## src/rtl/traduccion_pkg.sv

```systemverilog
// Purpose: shared types and key map for the scanned keypad translator.
// Latency: n/a (types, constants and a pure lookup function).
// Backpressure: n/a.
package traduccion_pkg;

    typedef enum logic [1:0] {
        IDLE     = 2'd0,
        DEBOUNCE = 2'd1,
        HELD     = 2'd2,
        RELEASE  = 2'd3
    } estado_t;

    localparam logic [3:0] KEY_STAR = 4'hE;
    localparam logic [3:0] KEY_HASH = 4'hF;
    localparam logic [3:0] KEY_EQ   = 4'hD;

    localparam int MAP_SIZE = 16;

    // Row-major 4x4 layout: 1 2 3 A / 4 5 6 B / 7 8 9 C / * 0 # =
    localparam logic [3:0] KEY_MAP [MAP_SIZE] = '{
        4'h1, 4'h2, 4'h3, 4'hA,
        4'h4, 4'h5, 4'h6, 4'hB,
        4'h7, 4'h8, 4'h9, 4'hC,
        KEY_STAR, 4'h0, KEY_HASH, KEY_EQ
    };

    function automatic logic [3:0] map_key(input logic [3:0] idx);
        return KEY_MAP[idx];
    endfunction

endpackage

```

## src/rtl/sincronizador_2ff.sv

```systemverilog
// Purpose: two-flop synchroniser for asynchronous level inputs.
// Latency: 2 clk cycles from input change to output.
// Backpressure: none; samples every cycle.
module sincronizador_2ff #(
    parameter int              WIDTH     = 1,
    parameter logic [WIDTH-1:0] RESET_VAL = '0
) (
    input  logic             clk,
    input  logic             rst_n,
    input  logic [WIDTH-1:0] d,
    output logic [WIDTH-1:0] q
);

    logic [WIDTH-1:0] meta;

    // First stage absorbs metastability, second stage feeds the core.
    always_ff @(posedge clk) begin
        if (!rst_n) begin
            meta <= RESET_VAL;
            q    <= RESET_VAL;
        end else begin
            meta <= d;
            q    <= meta;
        end
    end

endmodule

```

## src/rtl/traduccion_teclado_scan.sv

```systemverilog
// Purpose: scans a ROWS x COLS keypad, debounces, rejects ghosts and emits translated key events.
// Latency: key_valid one cycle after the end of the DEBOUNCE_SCANS-th matching full scan.
// Backpressure: none; key_valid is a single-cycle pulse the consumer must take when it appears.
module traduccion_teclado_scan
    import traduccion_pkg::*;
#(
    parameter int ROWS           = 4,
    parameter int COLS           = 4,
    parameter int CODE_W         = 4,
    parameter int SCAN_DIV       = 1000,
    parameter int DEBOUNCE_SCANS = 3,
    parameter int REPEAT_EN      = 0,
    parameter int REPEAT_DELAY   = 20,
    parameter int REPEAT_RATE    = 5
) (
    input  logic              clk,
    input  logic              rst_n,
    input  logic [ROWS-1:0]   filas_n,
    output logic [COLS-1:0]   columnas_n,
    output logic [CODE_W-1:0] key_code,
    output logic              key_valid,
    output logic              key_held,
    output logic              multi_key
);

    localparam int IDX_W = (ROWS * COLS > 1) ? $clog2(ROWS * COLS) : 1;
    localparam int ROW_W = (ROWS > 1) ? $clog2(ROWS) : 1;
    localparam int COL_W = (COLS > 1) ? $clog2(COLS) : 1;
    localparam int DIV_W = (SCAN_DIV > 1) ? $clog2(SCAN_DIV) : 1;
    localparam int CNT_W = 16;

    localparam logic [CNT_W-1:0] DEB_L   = CNT_W'(DEBOUNCE_SCANS);
    localparam logic [CNT_W-1:0] DELAY_L = CNT_W'(REPEAT_DELAY);
    localparam logic [CNT_W-1:0] RATE_L  = CNT_W'(REPEAT_RATE);

    // Indices inside the 4x4 table use it; anything beyond keeps its own low bits.
    function automatic logic [CODE_W-1:0] traducir(input logic [IDX_W-1:0] idx);
        logic [31:0] ext;
        ext = 32'(idx);
        if (ext < 32'(MAP_SIZE)) begin
            return CODE_W'(map_key(ext[3:0]));
        end else begin
            return ext[CODE_W-1:0];
        end
    endfunction

    // ---------------------------------------------------------------
    // Column strobing
    // ---------------------------------------------------------------
    logic             scan_on;
    logic [COL_W-1:0] col;
    logic [COL_W-1:0] col_nxt;
    logic [DIV_W-1:0] div;
    logic [DIV_W-1:0] div_nxt;
    logic [COLS-1:0]  columnas_nxt;
    logic             div_last;
    logic             col_last;
    logic             sample;
    logic             scan_end;

    assign div_last = (div == DIV_W'(SCAN_DIV - 1));
    assign col_last = (col == COL_W'(COLS - 1));
    assign sample   = scan_on && div_last;
    assign scan_end = sample && col_last;

    // Next dwell position; scanning starts on column 0 right after reset.
    always_comb begin
        col_nxt      = col;
        div_nxt      = div;
        columnas_nxt = '1;
        if (!scan_on) begin
            col_nxt = '0;
            div_nxt = '0;
        end else if (div_last) begin
            div_nxt = '0;
            col_nxt = col_last ? '0 : col + COL_W'(1);
        end else begin
            div_nxt = div + DIV_W'(1);
        end
        columnas_nxt[col_nxt] = 1'b0;
    end

    // Strobe register: pins come straight from flops so they never glitch.
    always_ff @(posedge clk) begin
        if (!rst_n) begin
            scan_on    <= 1'b0;
            col        <= '0;
            div        <= '0;
            columnas_n <= '1;
        end else begin
            scan_on    <= 1'b1;
            col        <= col_nxt;
            div        <= div_nxt;
            columnas_n <= columnas_nxt;
        end
    end

    // ---------------------------------------------------------------
    // Row capture and per-scan key count
    // ---------------------------------------------------------------
    logic [ROWS-1:0]  filas_sinc;
    logic [1:0]       col_hits;
    logic [ROW_W-1:0] col_row;
    logic [IDX_W-1:0] hit_idx;
    logic [1:0]       acc_cnt;
    logic [IDX_W-1:0] acc_idx;
    logic [2:0]       suma;
    logic [1:0]       tot_cnt;
    logic [IDX_W-1:0] tot_idx;

    sincronizador_2ff #(
        .WIDTH     (ROWS),
        .RESET_VAL ({ROWS{1'b1}})
    ) u_sinc_filas (
        .clk   (clk),
        .rst_n (rst_n),
        .d     (filas_n),
        .q     (filas_sinc)
    );

    // Keys seen in the current column; counts saturate at 2 (= "more than one").
    always_comb begin
        col_hits = '0;
        col_row  = '0;
        for (int r = 0; r < ROWS; r++) begin
            if (!filas_sinc[r]) begin
                if (col_hits == 2'd0) begin
                    col_row = ROW_W'(r);
                end
                if (col_hits != 2'd2) begin
                    col_hits = col_hits + 2'd1;
                end
            end
        end
        hit_idx = IDX_W'(int'(col_row) * COLS + int'(col));
    end

    // Running totals for the scan including the column being sampled now.
    always_comb begin
        suma    = {1'b0, acc_cnt} + {1'b0, col_hits};
        tot_cnt = (suma >= 3'd2) ? 2'd2 : suma[1:0];
        tot_idx = (acc_cnt == 2'd0) ? hit_idx : acc_idx;
    end

    // Accumulate over the columns of one scan; cleared at the wrap.
    always_ff @(posedge clk) begin
        if (!rst_n) begin
            acc_cnt <= '0;
            acc_idx <= '0;
        end else if (sample) begin
            if (col_last) begin
                acc_cnt <= '0;
                acc_idx <= '0;
            end else begin
                acc_cnt <= tot_cnt;
                acc_idx <= tot_idx;
            end
        end
    end

    // ---------------------------------------------------------------
    // Debounce / hold / release FSM, evaluated once per full scan
    // ---------------------------------------------------------------
    estado_t          state;
    estado_t          state_nxt;
    logic [IDX_W-1:0] cand;
    logic [IDX_W-1:0] cand_nxt;
    logic [CNT_W-1:0] deb_cnt;
    logic [CNT_W-1:0] deb_nxt;
    logic [CNT_W-1:0] rel_cnt;
    logic [CNT_W-1:0] rel_nxt;
    logic [CNT_W-1:0] rep_cnt;
    logic [CNT_W-1:0] rep_nxt;
    logic             rep_fase;
    logic             fase_nxt;
    logic [CODE_W-1:0] code_nxt;
    logic             valid_nxt;
    logic             held_nxt;
    logic             multi_nxt;
    logic             misma;

    // Scan verdict drives transitions; a multi-key scan freezes all counters.
    always_comb begin
        state_nxt = state;
        cand_nxt  = cand;
        deb_nxt   = deb_cnt;
        rel_nxt   = rel_cnt;
        rep_nxt   = rep_cnt;
        fase_nxt  = rep_fase;
        code_nxt  = key_code;
        valid_nxt = 1'b0;
        held_nxt  = key_held;
        multi_nxt = 1'b0;
        misma     = (tot_cnt == 2'd1) && (tot_idx == cand);
        if (scan_end) begin
            if (tot_cnt == 2'd2) begin
                multi_nxt = 1'b1;
            end else begin
                unique case (state)
                    IDLE: begin
                        if (tot_cnt == 2'd1) begin
                            state_nxt = DEBOUNCE;
                            cand_nxt  = tot_idx;
                            deb_nxt   = CNT_W'(1);
                        end
                    end
                    DEBOUNCE: begin
                        if (tot_cnt == 2'd0) begin
                            state_nxt = IDLE;
                            deb_nxt   = '0;
                        end else if (misma) begin
                            deb_nxt = deb_cnt + CNT_W'(1);
                        end else begin
                            cand_nxt = tot_idx;
                            deb_nxt  = CNT_W'(1);
                        end
                    end
                    HELD: begin
                        if (misma) begin
                            if (REPEAT_EN != 0) begin
                                rep_nxt = rep_cnt + CNT_W'(1);
                                if (rep_nxt >= (rep_fase ? RATE_L : DELAY_L)) begin
                                    valid_nxt = 1'b1;
                                    rep_nxt   = '0;
                                    fase_nxt  = 1'b1;
                                end
                            end
                        end else begin
                            state_nxt = RELEASE;
                            rel_nxt   = CNT_W'(1);
                            rep_nxt   = '0;
                            fase_nxt  = 1'b0;
                        end
                    end
                    RELEASE: begin
                        if (tot_cnt == 2'd0) begin
                            rel_nxt = rel_cnt + CNT_W'(1);
                        end else if (misma) begin
                            state_nxt = HELD;
                            rel_nxt   = '0;
                        end else begin
                            state_nxt = DEBOUNCE;
                            cand_nxt  = tot_idx;
                            deb_nxt   = CNT_W'(1);
                            held_nxt  = 1'b0;
                            rel_nxt   = '0;
                        end
                    end
                    default: state_nxt = IDLE;
                endcase
                // Release confirmed once enough non-matching scans were seen.
                if (state_nxt == RELEASE && rel_nxt >= DEB_L) begin
                    state_nxt = IDLE;
                    held_nxt  = 1'b0;
                    rel_nxt   = '0;
                end
                // Press confirmed: latch the code and fire the event.
                if (state_nxt == DEBOUNCE && deb_nxt >= DEB_L) begin
                    state_nxt = HELD;
                    deb_nxt   = '0;
                    code_nxt  = traducir(cand_nxt);
                    valid_nxt = 1'b1;
                    held_nxt  = 1'b1;
                    rep_nxt   = '0;
                    fase_nxt  = 1'b0;
                end
            end
        end
    end

    // FSM state and registered outputs.
    always_ff @(posedge clk) begin
        if (!rst_n) begin
            state     <= IDLE;
            cand      <= '0;
            deb_cnt   <= '0;
            rel_cnt   <= '0;
            rep_cnt   <= '0;
            rep_fase  <= 1'b0;
            key_code  <= '0;
            key_valid <= 1'b0;
            key_held  <= 1'b0;
            multi_key <= 1'b0;
        end else begin
            state     <= state_nxt;
            cand      <= cand_nxt;
            deb_cnt   <= deb_nxt;
            rel_cnt   <= rel_nxt;
            rep_cnt   <= rep_nxt;
            rep_fase  <= fase_nxt;
            key_code  <= code_nxt;
            key_valid <= valid_nxt;
            key_held  <= held_nxt;
            multi_key <= multi_nxt;
        end
    end

endmodule

```

## config.mk

```make
export PLATFORM = sky130hd
export DESIGN_NAME = traduccion_teclado_scan
export DESIGN_NICKNAME = d
export VERILOG_FILES = /design/src/rtl/traduccion_pkg.sv /design/src/rtl/sincronizador_2ff.sv /design/src/rtl/traduccion_teclado_scan.sv
export SDC_FILE = /design/constraint.sdc
export NUM_CORES = 1
export LEC_CHECK = 0
export ABC_AREA = 1
export ABC_CLOCK_PERIOD_IN_PS = 5300
export CAP_MARGIN = 5
export CORE_MARGIN = 5
export CORE_UTILIZATION = 35
export CTS_CLUSTER_SIZE = 10
export DETAILED_ROUTE_END_ITERATION = 6
export PLACE_DENSITY = 0.58
export SETUP_SLACK_MARGIN = 0.4
export SYNTH_ARGS = -nofsm -noshare
export SYNTH_HDL_FRONTEND = slang
export SYNTH_SLANG_ARGS = --single-unit
```

## constraint.sdc

```tcl
create_clock -name clk -period 5.3 [get_ports clk]
set_clock_uncertainty 0.05 [all_clocks]
set_input_delay 0.53 -clock clk [delete_from_list [all_inputs] [get_ports clk]]
set_output_delay 0.53 -clock clk [all_outputs]
set_load 0.02 [all_outputs]
```

==> results by group, run 1 <==
Route
  – DRT iter0 DRCs: 471
  – Via count: about 5000
  – First-pass iteration count of the detailed router: 5
  – Overall routed net length: 13.0 mm
  – Final ANT Viol Nets: 0
  – Via-to-Cell Ratio: 4.89
  – DRC viols: 0
  – Routed len/inst: 12.7 µm

Pwr
  – Logic pwr share: 9.5%
  – Reg power frac: 42.9%
  – Net Sw Frac: 26.6%
  – Clock network power share: 47.6%
  – Peak VDD IR: 135 µV
  – Lkg Pwr: approximately 2.3 nW
  – Net Switching: 0.000358 W
  – Pwr/cell area: 231 nW/µm²
  – Total chip power: 0.00135 W
  – Internal power: 0.000988 W

Setup path
  – Top delay family on crit path: simple AND/OR/NAND/NOR gates
  – FF-to-FF path depth: 25
  – Crit end category: flip-flop
  – Slowest library cell on the worst path: fa_1
  – Reg-to-reg endpoint: deb_cnt[9]
  – RR Startpoint: u_sinc_filas.q[0]
  – CP max FO: 17
  – Crit path buf inv count: 3
  – R2r setup slk: 0.88 ns
  – Data arrival time of the worst path: 4.64 ns
  – WP data required: around 5.5 ns
  – Crit path kind: flip-flop to flip-flop
  – Most frequent CP cell: nand2_1
  – Startpoint types: flip-flop
  – CP peak stage delay: 0.48 ns

Min path
  – Hold Startpoint: u_sinc_filas.meta[2]
  – Worst Hold Class: flip-flop to flip-flop
  – Worst Hold Path EP: u_sinc_filas.q[2]
  – Cell count of the worst hold path: 1

Place
  – PortBufs: 16
  – Hpwl dp: 8.78 mm
  – Area after DPL: 5530 µm²
  – Placer congestion estimate: 0.823

Timing
  – Setup TNS: 0 ns
  – Slew margin rel.: 49.7%
  – RSZ-0062 raised after global routing: no
  – Finish-stage setup viols: 0
  – Tcrit/Tclk final: 83.3%
  – Fmax: around 0.23 GHz
  – Max-slew violation count: 0
  – WHS: 0.361 ns
  – Final hold vios: 0
  – Shortest period the worst path allows: 4.42 ns
  – Worst Max-Slew Pin Slew: 0.753 ns

Layout
  – Core Util, Final: between 40% and 50%
  – Antenna cell count: 0
  – Layout Nets: roughly 850
  – Layout cells sized above 1: 12.0%
  – Filler instances: 1543
  – Final Cell Area: between 5000 and 6000 µm²
  – Area Growth Syn to Fin: 11.4%

Global route
  – GRT Total Usage: 15.3%
  – Initial antenna violation count: 0
  – First-pass GRT wire length: between 20 and 25 mm
  – Total gr overflow: 0
  – Number of global-route vias before repair: approximately 4600
  – Largest net degree at the start of global routing: 52

Yosys
  – Mapped Area: ~5200 µm²
  – Sequential-to-total area share from yosys stat: between 20 and 30%
  – Avg Cell Area, Syn: 6.35 µm²
  – Netlist cell types: 45
  – Yosys warns: 0
  – Mapped Cells: 826
  – #FFs+latches synth: 76
  – Syn_nets: 848
  – Commonest register cell after synthesis: dfxtp_1
  – Post-synth EDFFs: 0
  – Synth async-reset ratio: 0%

CTS
  – PostCTS Resize Cnt: 0
  – Clock slew at reported path FFs: 0.06 ns
  – H-tree levels: 3
  – CTS tree: built
  – CTS Buffer Depth: 2
  – Num CTS Buffers: 9
  – Worst-Skew Late Latency: 0.35 ns
  – CTS Hold Bufs: 0
  – Post-CTS setup buffers: 0
  – Clk sink count: 76
  – Root buf cell: clkbuf_16

Floorplanning
  – Die Span X: 132 µm
  – Die Area: 17500 µm²
  – Row count: 44
  – Initial Util: 35.9%
  – Io pins: 17
  – Die Y: between 100 and 150 µm
  – Core box area: between 10000 and 15000 µm²

Flow run
  – Max_cap viols: 0

Status
  – Status: complete, no violations
[metal layers]
| layer | part of all wire, % | vias up | track usage (%) |
|---|---|---|---|
| li1 | - | 2674 | - |
| met1 | 51 | 2210 | 21.8 |
| met2 | 44 | 80 | 23.2 |
| met3 | 3.4 | 11 | 3.17 |
| met4 | 1.3 | 0 | 4.47 |
| met5 | 0 | - | 0 |
[cells in the final DEF, fill, tap and decap left out, types with 6 or more instances in the layout]
master           count
nand2_1            209
nor2_1             100
inv_1               87
dfxtp_1             76
nand3_1             62
a21oi_1             60
o21ai_0             34
clkdlybuf4s50_1     16
nand2_2             15
ha_1                15
nor2_2              14
nor3_1              14
xor2_1              11
or2_2               10
a21oi_2             10
clkbuf_16            9
o31ai_1              8
buf_4                8
inv_2                7
a31oi_1              6
nand4_1              6
a211oi_1             6
[cells by family (layout without fill, tap and decap cells)]
logic type | after synthesis | in the layout | synth area share, %
buf+inv | 127 | 135 | 9.95
simple gates | 449 | 449 | 38.5
xor+xnor | 12 | 12 | 2.00
fa+ha+maj | 16 | 16 | 3.96
flops | 76 | 76 | 29.0
compound gates | 146 | 146 | 16.6
[cell usage after synthesis, drive strengths merged (10+ instances only)]
| master | number | share of area [%] |
|---|---|---|
| o21ai | 40 | 4.0 |
| ha | 15 | 3.6 |
| nand3 | 67 | 7.0 |
| nand2 | 228 | 18 |
| a21oi | 70 | 7.4 |
| buf | 14 | 1.9 |
| nor3 | 15 | 1.5 |
| clkbuf | 18 | 1.3 |
| inv | 94 | 6.7 |
| xor2 | 11 | 1.8 |
| dfxtp | 76 | 29 |
| nor2 | 119 | 9.9 |
| or2 | 10 | 1.2 |
[final cells by class]
cell class	instances	area (µm²)	share of cell area, %
clock inverters	7	82.6	1.41
flip-flops and latches	76	1520	26.1
inverters	95	357	6.11
repair buffers	24	220	3.77
well taps	184	230	3.94
multi-input cells	623	3200	54.8
clock buffers	9	225	3.86
[how the worst max path moves through the flow]
| stage | end | start | depth (start not counted) | slack (ns) |
|---|---|---|---|---|
| after floorplan | deb_cnt[0] | u_sinc_filas.q[0] | 27 | 1.65 |
| after global placement | deb_cnt[12] | u_sinc_filas.q[0] | 25 | 1.00 |
| after detailed placement | deb_cnt[9] | u_sinc_filas.q[0] | 25 | 0.90 |
| after CTS | deb_cnt[9] | u_sinc_filas.q[0] | 25 | 0.86 |
| after global routing | deb_cnt[9] | u_sinc_filas.q[0] | 25 | 0.46 |
| final | deb_cnt[9] | u_sinc_filas.q[0] | 25 | 0.88 |
[worst reg2reg max path: cells and delay by family (launching register included)]
kind            cells  cell delay [ns]
flops               1             0.38
simple gates       17             2.22
fa+ha+maj           3             0.94
compound gates      2             0.35
buf+inv             3             0.42
[per-stage QoR]
stage | cells | setup WS (ns)
3_3_place_gp | 1002 | 1.00
4_1_cts | 1018 | 0.860
5_1_grt | 1018 | 0.458
2_1_floorplan | 826 | 1.65
3_5_place_dp | 1002 | 0.899
6_report | 1018 | 0.884
[sequential cells by signal, indices dropped and copies added, names as in the netlist]
| signal | count |
|---|---|
| u_sinc_filas.meta | 4 |
| deb_cnt | 16 |
| cand | 4 |
| key_valid | 1 |
| col | 2 |
| u_sinc_filas.q | 4 |
| key_code | 4 |
| multi_key | 1 |
| acc_cnt | 2 |
| columnas_n | 4 |
| key_held | 1 |
| acc_idx | 4 |
| state | 2 |
| rel_cnt | 16 |
| scan_on | 1 |
| div | 10 |
[power groups by stage]
stage / Combinational, W / Sequential (W) / Clock (W)
floorplan: 0.0000982 / 0.000591 / 0
global placement: 0.000128 / 0.000590 / 0
detailed placement: 0.000128 / 0.000591 / 0
CTS: 0.000128 / 0.000577 / 0.000663
global route: 0.000143 / 0.000578 / 0.000689
finish: 0.000127 / 0.000578 / 0.000641
(Power assumes the default switching activity.)
==> inputs of run 2 (changes only) <==
ABC_CLOCK_PERIOD_IN_PS = 4400   (was 5300)
clock period = 4.4 ns   (was 5.3 ns; I/O delays follow)
==> run 2 against run 1 <==
Compared with the run above: critical endpoint is now deb_cnt[5]; cell area is 9.6% higher; count of clock-buffer cells in the layout stayed put; worst setup slack worse by 0.39 ns; utilization is 3.8 points higher; clock power is 15% higher; hold slack better by 0.00053 ns; sequential cell count stayed put; die area stayed put; non-clock buffer count is 33 higher; critical path depth is 2 higher; highest routed layer unchanged; maximum frequency is 13% higher; sequential power is 20% higher.
==> results by group, run 2 (synthesis gave the netlist of run 1 again) <==
Route
  – Overall routed net length: 14.3 mm (+10%)
  – Final ANT Viol Nets: 0 (unchanged)
  – First-pass iteration count of the detailed router: 5 (unchanged)
  – Routed len/inst: 13.5 µm (+6.3%)
  – DR top layer: met4
  – WL met1: 6.95 mm (+4.2%)
  – DRT iter0 DRCs: 355 (-25%)
  – Via count: 5296 (+6.5%)
  – Met2 routed WL: 6.50 mm (+14%)
  – Via-to-Cell Ratio: 5.02 (+2.8%)
  – DRC viols: 0 (unchanged)
  – Met3 routed WL: 628 µm (+42%)

Floorplanning
  – Io pins: 17 (unchanged)
  – Die Area: 17500 µm² (unchanged)
  – Core box area: 14600 µm² (unchanged)
  – Die Y: 132 µm (unchanged)
  – Initial Util: 35.9% (unchanged)
  – Die Span X: 132 µm (unchanged)
  – Row count: 44 (unchanged)

CTS
  – Num CTS Buffers: 9 (unchanged)
  – Root buf cell: clkbuf_16
  – CTS Hold Bufs: 0 (unchanged)
  – CTS Buffer Depth: 2 (unchanged)
  – Clk sink count: 76 (unchanged)
  – Worst-Skew Late Latency: 0.35 ns (about the same)
  – CTS tree: built
  – H-tree levels: 3 (unchanged)
  – Clock slew at reported path FFs: 0.06 ns (about the same)

Status
  – Status: complete, no violations

Min path
  – Cell count of the worst hold path: 1 (unchanged)
  – Worst Hold Class: flip-flop to flip-flop
  – Hold Startpoint: u_sinc_filas.meta[3]
  – Worst Hold Path EP: u_sinc_filas.q[3]

Place
  – Hpwl dp: 8.88 mm (+1.1%)
  – PortBufs: 16 (unchanged)
  – Worst slack, placed: 0.190 ns (-0.709 ns)
  – Placer congestion estimate: 0.821 (-0.30%)

Timing
  – Setup TNS: 0 ns (unchanged)
  – RSZ-0062 raised after global routing: yes
  – Worst Max-Slew Pin Slew: 0.778 ns (+0.0253 ns)
  – Final hold vios: 0 (unchanged)
  – Shortest period the worst path allows: 3.90 ns (-0.513 ns)
  – Final worst slack: 0.496 ns (-0.387 ns)
  – Slew margin rel.: 48.0% (-1.7 points)
  – Fmax: 0.256 GHz (+13%)
  – Finish-stage setup viols: 0 (unchanged)
  – Tcrit/Tclk final: 88.7% (+5.4 points)
  – Max-slew violation count: 0 (unchanged)
  – WHS: 0.362 ns (+0.000532 ns)

Setup path
  – Crit path kind: flip-flop to flip-flop
  – R2r setup slk: 0.50 ns (-0.39 ns)
  – Reg-to-reg endpoint: deb_cnt[5]
  – Data arrival time of the worst path: 4.07 ns (-0.57 ns)
  – Startpoint types: flip-flop
  – FF-to-FF path depth: 27 (+8.0%)
  – Crit end category: flip-flop
  – RR Startpoint: u_sinc_filas.q[1]
  – WP data required: 4.56 ns (-0.96 ns)
  – CP max FO: 8 (-9)

Global route
  – First-pass GRT wire length: 23.5 mm (+3.8%)
  – Total gr overflow: 0 (unchanged)
  – Number of global-route vias before repair: 4853 (+4.7%)
  – GRT Total Usage: 15.9% (+0.64 points)
  – Largest net degree at the start of global routing: 52 (unchanged)
  – Initial antenna violation count: 0 (unchanged)

Layout
  – Area Growth Syn to Fin: 22.1%
  – Filler instances: 1502 (-2.7%)
  – Top Registers: deb_cnt x16, rel_cnt x16, div x10
  – Most frequent cells in the layout: nand2_1, nor2_1, inv_1
  – Layout Nets: 887 (+4.2%)
  – Most common cell after layout, fill and taps aside: nand2_1
  – Antenna cell count: 0 (unchanged)
  – Layout cells sized above 1: 19.3% (+7.3 points)

Pwr
  – Pwr/cell area: 259 nW/µm² (+12%)
  – Lkg Pwr: 2.48 nW (+9.3%)
  – Peak VDD IR: 163 µV (+21%)

Flow run
  – Max_cap viols: 0 (unchanged)
-- run 2: final cells by class --
type                    count  area [µm²]  area share [%]
clock inverters             7        66.3            1.04
well taps                 184         230            3.60
clock buffers               9         225            3.52
inverters                  95         372            5.81
repair buffers             57         541            8.45
flip-flops and latches     76        1530            23.9
multi-input cells         626        3440            53.7
-- run 2: timing repair --
| item | 4_1_cts | 5_1_grt |
|---|---|---|
| cloned | 2 | 3 |
| setup endpoints to repair | 24 | 33 |
| pin swaps | 3 | 38 |
| gates resized for setup | 11 | 50 |
| buffers inserted | 5 | 23 |
-- run 2: per-stage QoR --
| stage | cells | utilization (%) | power (W) | instance area [µm²] |
|---|---|---|---|---|
| after floorplan | 826 | - | 0.000830 | 5240 |
| after detailed placement | 1005 | 38.1 | 0.000871 | 5570 |
| after CTS | 1028 | 40.9 | 0.00163 | 5970 |
| after global routing | 1054 | 43.9 | 0.00173 | 6400 |
| after global placement | 1005 | 38.1 | 0.000870 | 5570 |
| final | 1054 | 43.9 | 0.00166 | 6400 |
-- run 2: worst max-delay path, stage by stage (launching register included) --
cell	delay, ns
dfxtp_4	0.38
inv_4	0.05
ha_4	0.26
nand2_4	0.05
nand2_4	0.09
nand2_2	0.05
o21ai_2	0.05
ha_2	0.18
inv_2	0.04
fa_1	0.58
nand2_4	0.09
nor2_4	0.16
nand3_2	0.11
nor2_4	0.14
nand3_2	0.09
nor2_4	0.19
buf_12	0.13
clkbuf_16	0.14
a21oi_2	0.05
nand3_1	0.12
nor2_1	0.06
nand2_1	0.10
nor2_4	0.06
nand3_4	0.15
buf_6	0.14
nand2_8	0.11
nand2_2	0.09
a21oi_2	0.05
-- run 2: metal layers --
metal | global-route usage, % | vias up
met5 | 0 | -
met4 | 4.58 | 0
met3 | 3.44 | 12
met2 | 25.9 | 110
met1 | 21.3 | 2420
li1 | - | 2754
-- run 2: how the worst max path moves through the flow --
stage                           start          end  cells after the start
floorplan           u_sinc_filas.q[0]   deb_cnt[0]                     27
global placement    u_sinc_filas.q[0]     state[0]                     24
detailed placement  u_sinc_filas.q[0]   deb_cnt[9]                     24
CTS                 u_sinc_filas.q[0]   deb_cnt[3]                     25
global route        u_sinc_filas.q[1]  deb_cnt[10]                     27
finish              u_sinc_filas.q[1]   deb_cnt[5]                     27
-- run 2: power breakdown --
| group | internal [W] | leakage (nW) | total, W | switching, W |
|---|---|---|---|---|
| registers | 0.000693 | 0.615 | 0.000696 | 0.00000330 |
| clock network | 0.000398 | 0.145 | 0.000736 | 0.000338 |
| logic | 0.0000895 | 1.72 | 0.000226 | 0.000137 |
| total | 0.00118 | 2.48 | 0.00166 | 0.000479 |
